--- src/rtl/uart_pkg.sv ---
// Shared UART definitions: TX state encoding, parity encodings, bit-period helper.
// Used by both the transmitter and the receiver so bit timing always agrees.
package uart_pkg;

    typedef enum logic [2:0] {
        IDLE,
        START,
        DATA,
        PARITY,
        STOP
    } uart_tx_state_t;

    localparam int PAR_NONE = 0;
    localparam int PAR_EVEN = 1;
    localparam int PAR_ODD  = 2;

    function automatic int clks_per_bit(input int clk_hz, input int bit_rate);
        return clk_hz / bit_rate;
    endfunction

endpackage

--- src/rtl/uart_tx_if.sv ---
// Transmit-side bundle: byte request in, serial line and frame status out.
// master = client requesting bytes, slave = the transmitter.
interface uart_tx_if;
    logic       tx_start;
    logic [7:0] tx_data;
    logic       tx;
    logic       tx_busy;
    logic       tx_done;

    modport master (output tx_start, output tx_data, input tx, input tx_busy, input tx_done);
    modport slave  (input tx_start, input tx_data, output tx, output tx_busy, output tx_done);
endinterface

--- src/rtl/uart_baud_gen.sv ---
// Bit-period clock enable: tick is high for one clk every CLKS_PER_BIT cycles.
// clear holds the count at zero so the first period after clear is a full one.
module uart_baud_gen
    import uart_pkg::*;
#(
    parameter int freq      = 100_000_000,
    parameter int baud_rate = 9600
) (
    input  logic clk,
    input  logic rst,
    input  logic clear,
    output logic tick
);

    localparam int CPB = clks_per_bit(freq, baud_rate);
    localparam int CW  = (CPB > 1) ? $clog2(CPB) : 1;
    localparam logic [CW-1:0] LAST = CW'(CPB - 1);

    logic [CW-1:0] cnt;

    always_ff @(posedge clk or negedge rst) begin
        if (!rst) begin
            cnt <= '0;
        end else if (clear || cnt == LAST) begin
            cnt <= '0;
        end else begin
            cnt <= cnt + CW'(1);
        end
    end

    assign tick = !clear && (cnt == LAST);

endmodule

--- src/rtl/uart_tx.sv ---
// 8-bit UART transmitter, optional parity, 1 or 2 stop bits; tx falls on the edge after accept.
// Requests while busy are dropped; a held tx_start is re-accepted in the single idle cycle after tx_done.
module uart_tx
    import uart_pkg::*;
#(
    parameter int freq      = 100_000_000,
    parameter int baud_rate = 9600,
    parameter int parity    = 0,
    parameter int stop_bits = 1
) (
    input  logic          clk,
    input  logic          rst,
    uart_tx_if.slave      bus
);

    if (!(parity == PAR_NONE || parity == PAR_EVEN || parity == PAR_ODD)) begin : g_bad_parity
        $error("uart_tx: parity must be 0 (none), 1 (even) or 2 (odd)");
    end
    if (!(stop_bits == 1 || stop_bits == 2)) begin : g_bad_stop
        $error("uart_tx: stop_bits must be 1 or 2");
    end

    localparam logic HAS_PAR   = (parity != PAR_NONE);
    localparam logic ODD_PAR   = (parity == PAR_ODD);
    localparam logic STOP_LAST = (stop_bits == 2);

    uart_tx_state_t state;
    logic [7:0]     shreg;
    logic [2:0]     bit_idx;
    logic           stop_idx;
    logic           par_bit;
    logic           tx_q;
    logic           busy_q;
    logic           done_q;
    logic           tick;
    logic           timer_clear;

    // Timer sits at zero while idle, so START always gets a full bit period.
    assign timer_clear = (state == IDLE);

    uart_baud_gen #(
        .freq      (freq),
        .baud_rate (baud_rate)
    ) u_baud_gen (
        .clk   (clk),
        .rst   (rst),
        .clear (timer_clear),
        .tick  (tick)
    );

    always_ff @(posedge clk or negedge rst) begin
        if (!rst) begin
            state    <= IDLE;
            shreg    <= '0;
            bit_idx  <= '0;
            stop_idx <= 1'b0;
            par_bit  <= 1'b0;
            tx_q     <= 1'b1;
            busy_q   <= 1'b0;
            done_q   <= 1'b0;
        end else begin
            done_q <= 1'b0;
            case (state)
                IDLE: begin
                    if (bus.tx_start) begin
                        shreg    <= bus.tx_data;
                        par_bit  <= (^bus.tx_data) ^ ODD_PAR;
                        bit_idx  <= '0;
                        stop_idx <= 1'b0;
                        tx_q     <= 1'b0;
                        busy_q   <= 1'b1;
                        state    <= START;
                    end
                end
                START: begin
                    if (tick) begin
                        tx_q  <= shreg[0];
                        state <= DATA;
                    end
                end
                DATA: begin
                    if (tick) begin
                        shreg <= shreg >> 1;
                        if (bit_idx == 3'd7) begin
                            tx_q  <= HAS_PAR ? par_bit : 1'b1;
                            state <= HAS_PAR ? PARITY : STOP;
                        end else begin
                            tx_q    <= shreg[1];
                            bit_idx <= bit_idx + 3'd1;
                        end
                    end
                end
                PARITY: begin
                    if (tick) begin
                        tx_q  <= 1'b1;
                        state <= STOP;
                    end
                end
                STOP: begin
                    if (tick) begin
                        if (stop_idx == STOP_LAST) begin
                            busy_q <= 1'b0;
                            done_q <= 1'b1;
                            state  <= IDLE;
                        end else begin
                            stop_idx <= 1'b1;
                        end
                    end
                end
                default: state <= IDLE;
            endcase
        end
    end

    assign bus.tx      = tx_q;
    assign bus.tx_busy = busy_q;
    assign bus.tx_done = done_q;

endmodule
--- src/flat_wrapper.sv ---
// flat-port wrapper written by rule: the top's interface ports become plain ports
module uart_tx_flat import uart_pkg::*;
#(
    parameter int freq      = 100_000_000,
    parameter int baud_rate = 9600,
    parameter int parity    = 0,
    parameter int stop_bits = 1
)
  (clk, rst, bus_tx_start, bus_tx_data, bus_tx, bus_tx_busy, bus_tx_done);
  uart_tx_if bus_i ();
  input  logic clk;
  input  logic rst;
  input wire logic [$bits(bus_i.tx_start)-1:0] bus_tx_start;
  input wire logic [$bits(bus_i.tx_data)-1:0] bus_tx_data;
  output wire logic [$bits(bus_i.tx)-1:0] bus_tx;
  output wire logic [$bits(bus_i.tx_busy)-1:0] bus_tx_busy;
  output wire logic [$bits(bus_i.tx_done)-1:0] bus_tx_done;
  assign bus_i.tx_start = bus_tx_start;
  assign bus_i.tx_data = bus_tx_data;
  assign bus_tx = bus_i.tx;
  assign bus_tx_busy = bus_i.tx_busy;
  assign bus_tx_done = bus_i.tx_done;
  uart_tx #(.freq(freq), .baud_rate(baud_rate), .parity(parity), .stop_bits(stop_bits)) u_core (.clk(clk), .rst(rst), .bus(bus_i));
endmodule
--- config.mk ---
export PLATFORM = sky130hd
export DESIGN_NAME = uart_tx_flat
export DESIGN_NICKNAME = d
export VERILOG_FILES = /design/src/rtl/uart_pkg.sv /design/src/rtl/uart_tx_if.sv /design/src/rtl/uart_baud_gen.sv /design/src/rtl/uart_tx.sv /design/src/flat_wrapper.sv
export SDC_FILE = /design/constraint.sdc
export NUM_CORES = 1
export LEC_CHECK = 0
export CAP_MARGIN = 20
export CORE_MARGIN = 3
export CORE_UTILIZATION = 55
export CTS_CLUSTER_SIZE = 24
export DETAILED_ROUTE_END_ITERATION = 16
export GPL_TIMING_DRIVEN = 0
export PLACE_DENSITY_LB_ADDON = 0.12
export SETUP_SLACK_MARGIN = 0.1
export SYNTH_ARGS = -nofsm -noshare
export SYNTH_HDL_FRONTEND = slang
export SYNTH_HIERARCHICAL = 1
export SYNTH_SLANG_ARGS = --single-unit
--- constraint.sdc ---
create_clock -name clk -period 5.3 [get_ports clk]
set_clock_uncertainty 0.15 [all_clocks]
set_input_delay 1.59 -clock clk [delete_from_list [all_inputs] [get_ports clk]]
set_output_delay 1.59 -clock clk [all_outputs]
set_load 0.05 [all_outputs]
==> results, run 1 <==
- The clock period minus final worst setup slack is 3.41 ns.
- The worst relative slew slack is 46.0%.
- The number of buffers and inverters on the critical path is 1.
- Of the total synthesized cell area, the portion taken by XOR and XNOR cells is 6.36%.
- dfrtp_1 takes more of the synthesized area than any other cell.
- The initial antenna violation count is 0.
- For this run, design rule violations remaining after detail routing come to 0.
- The first global-routing pass estimated 5350 um of wire.
- The post-CTS clock slew at the launch and capture registers of the worst setup and hold paths is 0.09 ns.
- The highest-delay cell along the critical path is clkdlybuf4s50_1.
- Counting distinct cell types in the post-synthesis netlist gives 42.
- The placed wire-length estimate is 2090 um.
- STA classifies the critical path endpoint as an output pin.
- The worst setup path is launched from a flip-flop.
- Setup repair after global routing left no endpoint under its margin.
- The number of cells traversed by the worst hold path is 2.
- In this run the worst path has a maximum fanout of 2.
- The number of buffers added by the clock tree synthesis step is 5.
- The critical path is of the reg2out type.
- The number of iterations in the first detailed-routing pass is 4.
- Entering global routing, the biggest net connects 18 pins.
- In this run the post-CTS setup repair buffer count came out at 0.
- The leakage power is 0.838 nW.
- The peak ir drop on the vdd network is 168 uV.
- The final routed wirelength across all metal layers is 3040 um.
- The deepest level of the CTS H-tree is 2.
- The number of DRC markers in iteration 0 is 101.
- The startpoint of the lowest-slack register-to-register path is u_core/u_baud_gen/cnt[6]$_DFF_PN0_.
- The flow ran to the end, and the final reports show no timing, DRC or antenna violations.
- After detailed routing, the number of vias per cell comes to 5.72.
- The setup slack of the worst register-to-register path is 2.86 ns.
- The areal power density over the cells is 239 mW/mm2.
- Ranked by total cell area, the synthesized netlist is headed by dfrtp_1 (45%), mux2_4 (6.4%), xnor2_1 (5.3%).
- Setup violations remaining at the end of the flow were counted as 0.
- The number of endpoints with negative hold slack in the final report is 0.
- The routed wirelength normalized by instance count is 14.9 um.
- The share of post-route cells with drive strength above 1 is 20.2%.
- The cell area that synthesis handed to floorplanning was 0.00165 mm2.
- The number of rows in the core area is 19.
- Input and output buffers added on the ports amount to 13.
- The cell count after placement is 196.
- The end point of the worst hold path is u_core/bus.tx$_DFFE_PN1P_.
- Grouping stages by cell kind, the critical path spends the most delay in buffers and inverters.
- The total via count after detailed routing is 1167.
- The number of gates given a new drive strength after cts is 0.
- The worst reg-to-reg path cell count is 7.
- The count of warnings emitted by yosys is 6.
- The max-slew violation count came to 0.
- In this run the clock root is driven by a clkbuf_4.
- Clock tree synthesis found a total of 31 sinks.
- The floorplan step defined a die boundary enclosing 0.00370 mm2.
- No sink is reached through more buffers than the 2 on the longest clock path.
- The post-synthesis cell count is 151.
- Summed over all failing endpoints, the final setup total negative slack is 0 ns.
- Summing the areas of all compound-gate instances in the mapped netlist gives 7.42% of the synthesized area.
- For this run, the top clock speed supported by timing is 0.293 GHz.
- The via count of the first global-routing pass is 1132.
- Yosys mapped a number of flops with a built-in enable equal to 0.
- Once detail routing completed, the nets flagged for antenna violations numbered 0.
- The worst hold path belongs to the class reg2reg.
- The number of flip-flops and latches in the synthesized netlist is 31.
- The async set-or-reset flop fraction in the synthesized netlist is 100%.
- The number of primary I/O pins is 14.
- Measured along the y axis, the die boundary spans 60.8 um.
- Excluding fillers, the count of instances in the completed layout stands at 204.
- Walking the worst path, the cells encountered are clkdlybuf4s50_1.
- After floorplanning, the core was sized to cover 0.00281 mm2.
- The die is 60.8 um wide.
- The aggregate global-route resource usage is 20.1%.
- On the worst path, the slowest cell contributes a delay of 0.80 ns.
- In the synthesized netlist the dominant register cell turns out to be dfrtp_1.
- After synthesis, the mean cell area works out to 10.9 um2.
- TritonCTS built the clock tree.
- The clock latency on the worst-skew pair is 0.33 ns.
- The share of synthesized cell area in and, or, nand and nor gates is 19.3%.
- The net count reported at finish is 187.
- Max-cap violations in this run came to 0.
- After Yosys synthesis, full adders, half adders and majority gates account for 3.03% of the synthesized area.
- The final RePlAce weighted congestion is 0.882.
- After synthesis, flip-flops and latches occupy 47.0% of the total area.
- The number of antenna cells inserted is 0.
- STA puts the critical path data arrival time at 1.67 ns.
- The fraction of post-synthesis cell area in the top cell type by area is 45.4%.
- After layout, the worst path uses 64.4% of the clock period.
- For this run the aggregate overflow at the end of global routing stands at 0.
- The startpoint of the worst hold path is u_core/bus.tx$_DFFE_PN1P_.
- In this run, post-CTS hold repair placed 0 buffers.
- The required time reported for the critical path endpoint is 3.56 ns.
- At the pin with the least slew margin, the transition time is 0.808 ns.
- Compared with the post-synthesis result, the final layout area differs by 16.4%.
- The main combinational cell family by area after synthesis is simple AND/OR/NAND/NOR gates.
- Counting every net in the synthesized netlist gives 166.
- The initial core utilization is 58.9%.
- The mux cell area share after synthesis is 12.0%.
- The capture instance of the worst register-to-register path is u_core/shreg[6]$_DFFE_PN0P_.
## kinds of logic (layout without fill, tap and decap cells)
group	count (synthesis)	in the layout
AND/OR/NAND/NOR	60	60
flip-flops	31	31
AO/OA/AOI/OAI	16	16
multiplexers	15	15
buffers and inverters	13	35
XOR/XNOR	12	12
adder cells (fa/ha/maj)	4	4
## metrics by stage
step           area [um2]  power, mW  worst slack, ns  hold slack (ns)  util [%]
2_1_floorplan        1650      0.254             2.78            0.316         -
3_3_place_gp         1820      0.267             1.94            0.338      64.9
3_5_place_dp         1840      0.269             2.18            0.341      65.5
4_1_cts              1920      0.465             1.86            0.357      68.6
5_1_grt              1920      0.475             1.84            0.379      68.6
6_report             1920      0.459             1.89            0.354      68.6
## layout by cell type (no fill, tap or decap), types with 2 or more instances in the layout
cell and n:
xnor2_1 10, nor2_1 21, o211a_1 2, xor2_1 2, a221o_1 2, nand4_1 3
nor3_1 3, nand2_1 8, nand2b_1 2, buf_6 3, clkdlybuf4s50_1 13, ha_1 4
buf_4 2, nand3_1 8, mux2_4 7, dfrtp_1 30, inv_1 6, a21oi_1 3
buf_2 2, nor4_1 3, o21ai_0 2, mux2_2 7, clkbuf_4 5
## per-layer routing
layer	vias to the layer above	GRT usage, %	part of all wire [%]
li1	575	-	-
met5	-	0	0
met3	2	4.89	6.7
met4	0	8.67	0.40
met2	37	29.2	45
met1	553	28.6	47
## worst max path at each step
stage / depth (start not counted) / end / from
after floorplan: 3 / u_core/shreg[0]$_DFFE_PN0P_ / bus_tx_start
after global placement: 1 / u_core/shreg[4]$_DFFE_PN0P_ / rst
after detailed placement: 4 / u_core/shreg[3]$_DFFE_PN0P_ / bus_tx_start
after CTS: 1 / bus_tx / u_core/bus.tx$_DFFE_PN1P_
after global routing: 1 / bus_tx / u_core/bus.tx$_DFFE_PN1P_
final: 1 / bus_tx / u_core/bus.tx$_DFFE_PN1P_
## where the power goes
group	internal [mW]	total, mW	switching, mW	leakage (nW)
combinational	0.0138	0.0230	0.00923	0.394
sequential	0.240	0.241	0.00181	0.396
clock	0.111	0.195	0.0835	0.0482
## cell usage after synthesis (2+ instances only)
library cell / n
a221o_1: 2
dfrtp_1: 30
mux2_2: 7
nand2_1: 8
o21ai_0: 2
inv_1: 6
xor2_1: 2
buf_6: 3
ha_1: 4
buf_2: 2
a21oi_1: 3
nor3_1: 3
o211a_1: 2
xnor2_1: 10
mux2_4: 7
nor2_1: 21
nand4_1: 3
nor4_1: 3
nand3_1: 8
buf_4: 2
nand2b_1: 2
## state kept, by name, summed over array words and instances, names as in the netlist
| register | flops |
|---|---|
| u_core/bit_idx | 3 |
| u_core/bus.tx | 1 |
| u_core/bus.tx_busy | 1 |
| u_core/bus.tx_done | 1 |
| u_core/shreg | 8 |
| u_core/state | 3 |
| u_core/u_baud_gen/cnt | 14 |
## area by class of cell
type | count | area (um2)
tap | 31 | 38.8
fill | 214 | 882
buffer | 7 | 58.8
timing repair buffer | 14 | 145
inverter | 6 | 22.5
clock inverter | 2 | 35.0
sequential | 31 | 777
multi-input combinational | 107 | 795
clock buffer | 6 | 51.3
No activity file was read; power rests on OpenSTA's default activity.
==> run 2: changes to the inputs <==
--- a/config.mk
+++ b/config.mk
@@ -7,7 +7,7 @@
 export LEC_CHECK = 0
 export CAP_MARGIN = 20
 export CORE_MARGIN = 3
-export CORE_UTILIZATION = 55
+export CORE_UTILIZATION = 51
 export CTS_CLUSTER_SIZE = 24
 export DETAILED_ROUTE_END_ITERATION = 16
 export GPL_TIMING_DRIVEN = 0
==> constraint.sdc (replaced) <==
create_clock -name clk -period 2.75 [get_ports clk]
set_clock_uncertainty 0.15 [all_clocks]
set_input_delay 0.825 -clock clk [delete_from_list [all_inputs] [get_ports clk]]
set_output_delay 0.825 -clock clk [all_outputs]
set_load 0.05 [all_outputs]
==> results, run 2 (synthesized netlist as in run 1, its figures left out) <==
- The number of sinks on the clock net is 31 (unchanged).
- The number of buffers added by the clock tree synthesis step is 5 (unchanged).
- The count of antenna-violating nets left after detailed routing was 0 (unchanged).
- The share of post-route cells with drive strength above 1 is 19.7% (was 20.2%).
- The arrival time reported for the critical path endpoint is 1.51 ns (was 1.67 ns).
- The areal power density over the cells is 419 mW/mm2 (was 239 mW/mm2).
- The area enclosed by the die boundary is 0.00396 mm2 (was 0.00370 mm2).
- The area overhead of the layout relative to synthesis came to 17.0% (was 16.4%).
- The deepest clock path buffer count came to 2 (unchanged).
- The die height is 62.9 um (was 60.8 um).
- The number of antenna cells inserted is 0 (unchanged).
- The clock period minus final worst setup slack is 2.49 ns.
- Registers with the most flip-flops: u_core/u_baud_gen/cnt x14, u_core/shreg x8 (unchanged).
- The final design utilization came to 62.8% (was 68.6%).
- The required time reported for the critical path endpoint came to 1.78 ns (was 3.56 ns).
- The switching power came to 0.170 mW (was 0.0945 mW).
- The leakage power came to 0.832 nW (was 0.838 nW).
- The switching power as a share of total power is 20.9% (was 20.6%).
- The category of the worst setup path launch point is a flip-flop (unchanged).
- The clock latency on the worst-skew pair is 0.33 ns (about the same).
- The initial core utilization is 53.7% (was 58.9%).
- The setup slack of the worst register-to-register path is 0.33 ns (was 2.86 ns).
- The number of primary I/O pins is 14 (unchanged).
- The via count of the first global-routing pass came to 1137 (was 1132).
- The relative contribution of combinational cells to total power is 5.7% (was 5.0%).
- The post-CTS clock slew at the launch and capture registers of the worst setup and hold paths was 0.10 ns (was 0.09 ns).
- The dominant delay contributor by cell family on the critical path is buffers and inverters (unchanged).
- The top register by number of flip-flops is u_core/u_baud_gen/cnt (unchanged).
- The critical path capture point type is an output pin (unchanged).
- The aggregate global-route resource usage was 16.8% (was 20.1%).
- The total via count after detailed routing is 1144 (was 1167).
- The number of violations of the max-capacitance limit is 0 (unchanged).
- The total negative slack for setup checks was 0 ns (unchanged).
- The number of cells traversed by the worst hold path was 2 (unchanged).
- The transition time of the tightest slew-check pin came to 0.592 ns (was 0.808 ns).
- The CTS tree is yes (unchanged).
- The placed wire-length estimate came to 2070 um (was 2090 um).
- The number of hold buffers added after cts was 0 (unchanged).
- The maximum fanout count along the critical path came to 3 (was 2).
- The number of setup violations in the final report is 0 (unchanged).
- The DRC violation count after routing came to 0 (unchanged).
- The global-route congestion overflow total is 0 (unchanged).
- The root buffer cell was clkbuf_4 (unchanged).
- The average vias per placed instance was 5.27 (was 5.72).
- The startpoint of the worst hold path is u_core/bus.tx$_DFFE_PN1P_ (unchanged).
- Leading cell types in the layout, fill and taps excluded: dfrtp_1 (30), nor2_1 (21), clkdlybuf4s50_1 (12), xnor2_1 (10) (was dfrtp_1 (30), nor2_1 (21), clkdlybuf4s50_1 (13), xnor2_1 (10)).
- The max-slew violation count is 0 (unchanged).
- The startpoint of the lowest-slack register-to-register path is u_core/u_baud_gen/cnt[10]$_DFF_PN0_ (was u_core/u_baud_gen/cnt[6]$_DFF_PN0_).
- The commonest non-fill, non-tap cell in the layout is dfrtp_1 (unchanged).
- The path category of the worst min-delay check was reg2reg (unchanged).
- The net count reported at finish is 187 (unchanged).
- The initial antenna violation count is 0 (unchanged).
- The horizontal die dimension is 62.9 um (was 60.8 um).
- The number of setup buffers added after CTS is 0 (unchanged).
- Unrepaired setup endpoints after global routing: no (unchanged).
- The routed wirelength normalized by instance count is 12.8 um (was 14.9 um).
- The worst reg-to-reg path cell count was 7 (unchanged).
- The deepest level of the CTS H-tree was 2 (unchanged).
- The number of rows in the core area is 20 (was 19).
- The number of buffers and inverters on the critical path was 1 (unchanged).
- The placeable core region is 0.00308 mm2 (was 0.00281 mm2).
- The post-route total power is 0.810 mW (was 0.459 mW).
- The number of iterations in the first detailed-routing pass is 4 (unchanged).
- Status: finished, final reports clean (unchanged).
- The peak ir drop on the vdd network came to 220 uV (was 168 uV).
- The end point of the worst hold path was u_core/bus.tx$_DFFE_PN1P_ (unchanged).
- The number of DRC markers in iteration 0 is 50 (was 101).
- The highest-delay cell along the critical path was clkdlybuf4s50_1 (unchanged).
- The number of gates given a new drive strength after cts is 1 (was 0).
- The delay of the slowest cell on the worst path is 0.81 ns (was 0.80 ns).
- The final cycle utilization of the critical path is 90.4%.
- The total internal power is 0.640 mW (was 0.365 mW).
- The worst relative slew slack is 60.4% (was 46.0%).
- The top achievable clock speed is 0.402 GHz.
- The flip-flop count of the largest register after layout is 14 (unchanged).
- The share of total power in sequential cells is 57.4% (was 52.5%).
- The class of the most critical setup path is reg2out (unchanged).
- The clock network power share came to 36.9% (was 42.4%).
- The final routed wirelength across all metal layers is 2770 um (was 3040 um).
- The first-pass GRT wire length is 5180 um (was 5350 um).
- The capture instance of the worst register-to-register path is u_core/shreg[1]$_DFFE_PN0P_ (was u_core/shreg[6]$_DFFE_PN0P_).
- The final RePlAce weighted congestion was 0.870 (was 0.882).
- The number of buffers inserted by port buffering is 13 (unchanged).
- The maximum number of pins on one net before global-route repair came to 22 (was 18).
- Ordered cell list for the critical path: clkdlybuf4s50_1 (unchanged).
- The number of endpoints with negative hold slack in the final report is 0 (unchanged).
==> run 2: cell count changes in the layout (fill, tap and decap cells not counted) <==
cell             change
bufinv_16            -1
buf_8                -1
buf_16               +1
dlygate4sd2_1        +1
clkinv_2             -1
clkbuf_8             +1
clkdlybuf4s50_1      -1
clkbuf_1             +1
==> run 2: stage by stage <==
| stage | instances | cell area (um2) | setup slack (ns) | hold slack [ns] |
|---|---|---|---|---|
| 6_report | 217 | 1930 | 0.263 | 0.352 |
| 5_1_grt | 217 | 1930 | 0.178 | 0.380 |
| 4_1_cts | 217 | 1930 | 0.242 | 0.356 |
| 3_5_place_dp | 209 | 1870 | 0.335 | 0.342 |
| 3_3_place_gp | 208 | 1840 | 0.162 | 0.336 |
| 2_1_floorplan | 151 | 1650 | 0.499 | 0.316 |
==> run 2: how the worst max path moves through the flow <==
stage	start	to	cells after the start
after floorplan	u_core/u_baud_gen/cnt[10]$_DFF_PN0_	u_core/shreg[0]$_DFFE_PN0P_	7
after global routing	u_core/bus.tx_busy$_DFFE_PN0P_	bus_tx_busy	1
after CTS	u_core/bus.tx_busy$_DFFE_PN0P_	bus_tx_busy	1
final	u_core/bus.tx_busy$_DFFE_PN0P_	bus_tx_busy	1
after global placement	rst	u_core/shreg[4]$_DFFE_PN0P_	1
after detailed placement	u_core/u_baud_gen/cnt[10]$_DFF_PN0_	u_core/shreg[1]$_DFFE_PN0P_	7
==> run 2: cell type report <==
| class | count | area, um2 |
|---|---|---|
| Fill cell | 272 | 1140 |
| Buffer | 7 | 58.8 |
| Inverter | 6 | 22.5 |
| Tap cell | 44 | 55.1 |
| Clock buffer | 8 | 68.8 |
| Sequential cell | 31 | 777 |
| Multi-Input combinational cell | 107 | 795 |
| Timing Repair Buffer | 14 | 156 |
==> run 2: worst reg2reg max path, stage by stage (launching register included) <==
cell and delay [ns]:
dfrtp_1 0.44, or4_1 0.56, nor4_2 0.16, nor2b_1 0.15, buf_2 0.19, mux2i_2 0.14, nor2_8 0.20, mux2_4 0.32
==> run 2: per-layer routing <==
metal | GRT usage, % | up-vias | wire length [um] | part of all wire [%]
li1 | - | 572 | - | -
met1 | 22.5 | 546 | 1350 | 49
met2 | 25.0 | 20 | 1220 | 44
met3 | 6.83 | 6 | 160 | 5.8
met4 | 4.96 | 0 | 37 | 1.3
met5 | 0 | - | 0 | 0
==> run 2: power by group through the flow <==
stage | Combinational (mW) | Sequential, mW | Clock [mW]
6_report | 0.0462 | 0.465 | 0.299
5_1_grt | 0.0511 | 0.466 | 0.338
4_1_cts | 0.0476 | 0.465 | 0.311
3_5_place_dp | 0.0473 | 0.474 | 0
3_3_place_gp | 0.0412 | 0.474 | 0
2_1_floorplan | 0.0167 | 0.473 | 0
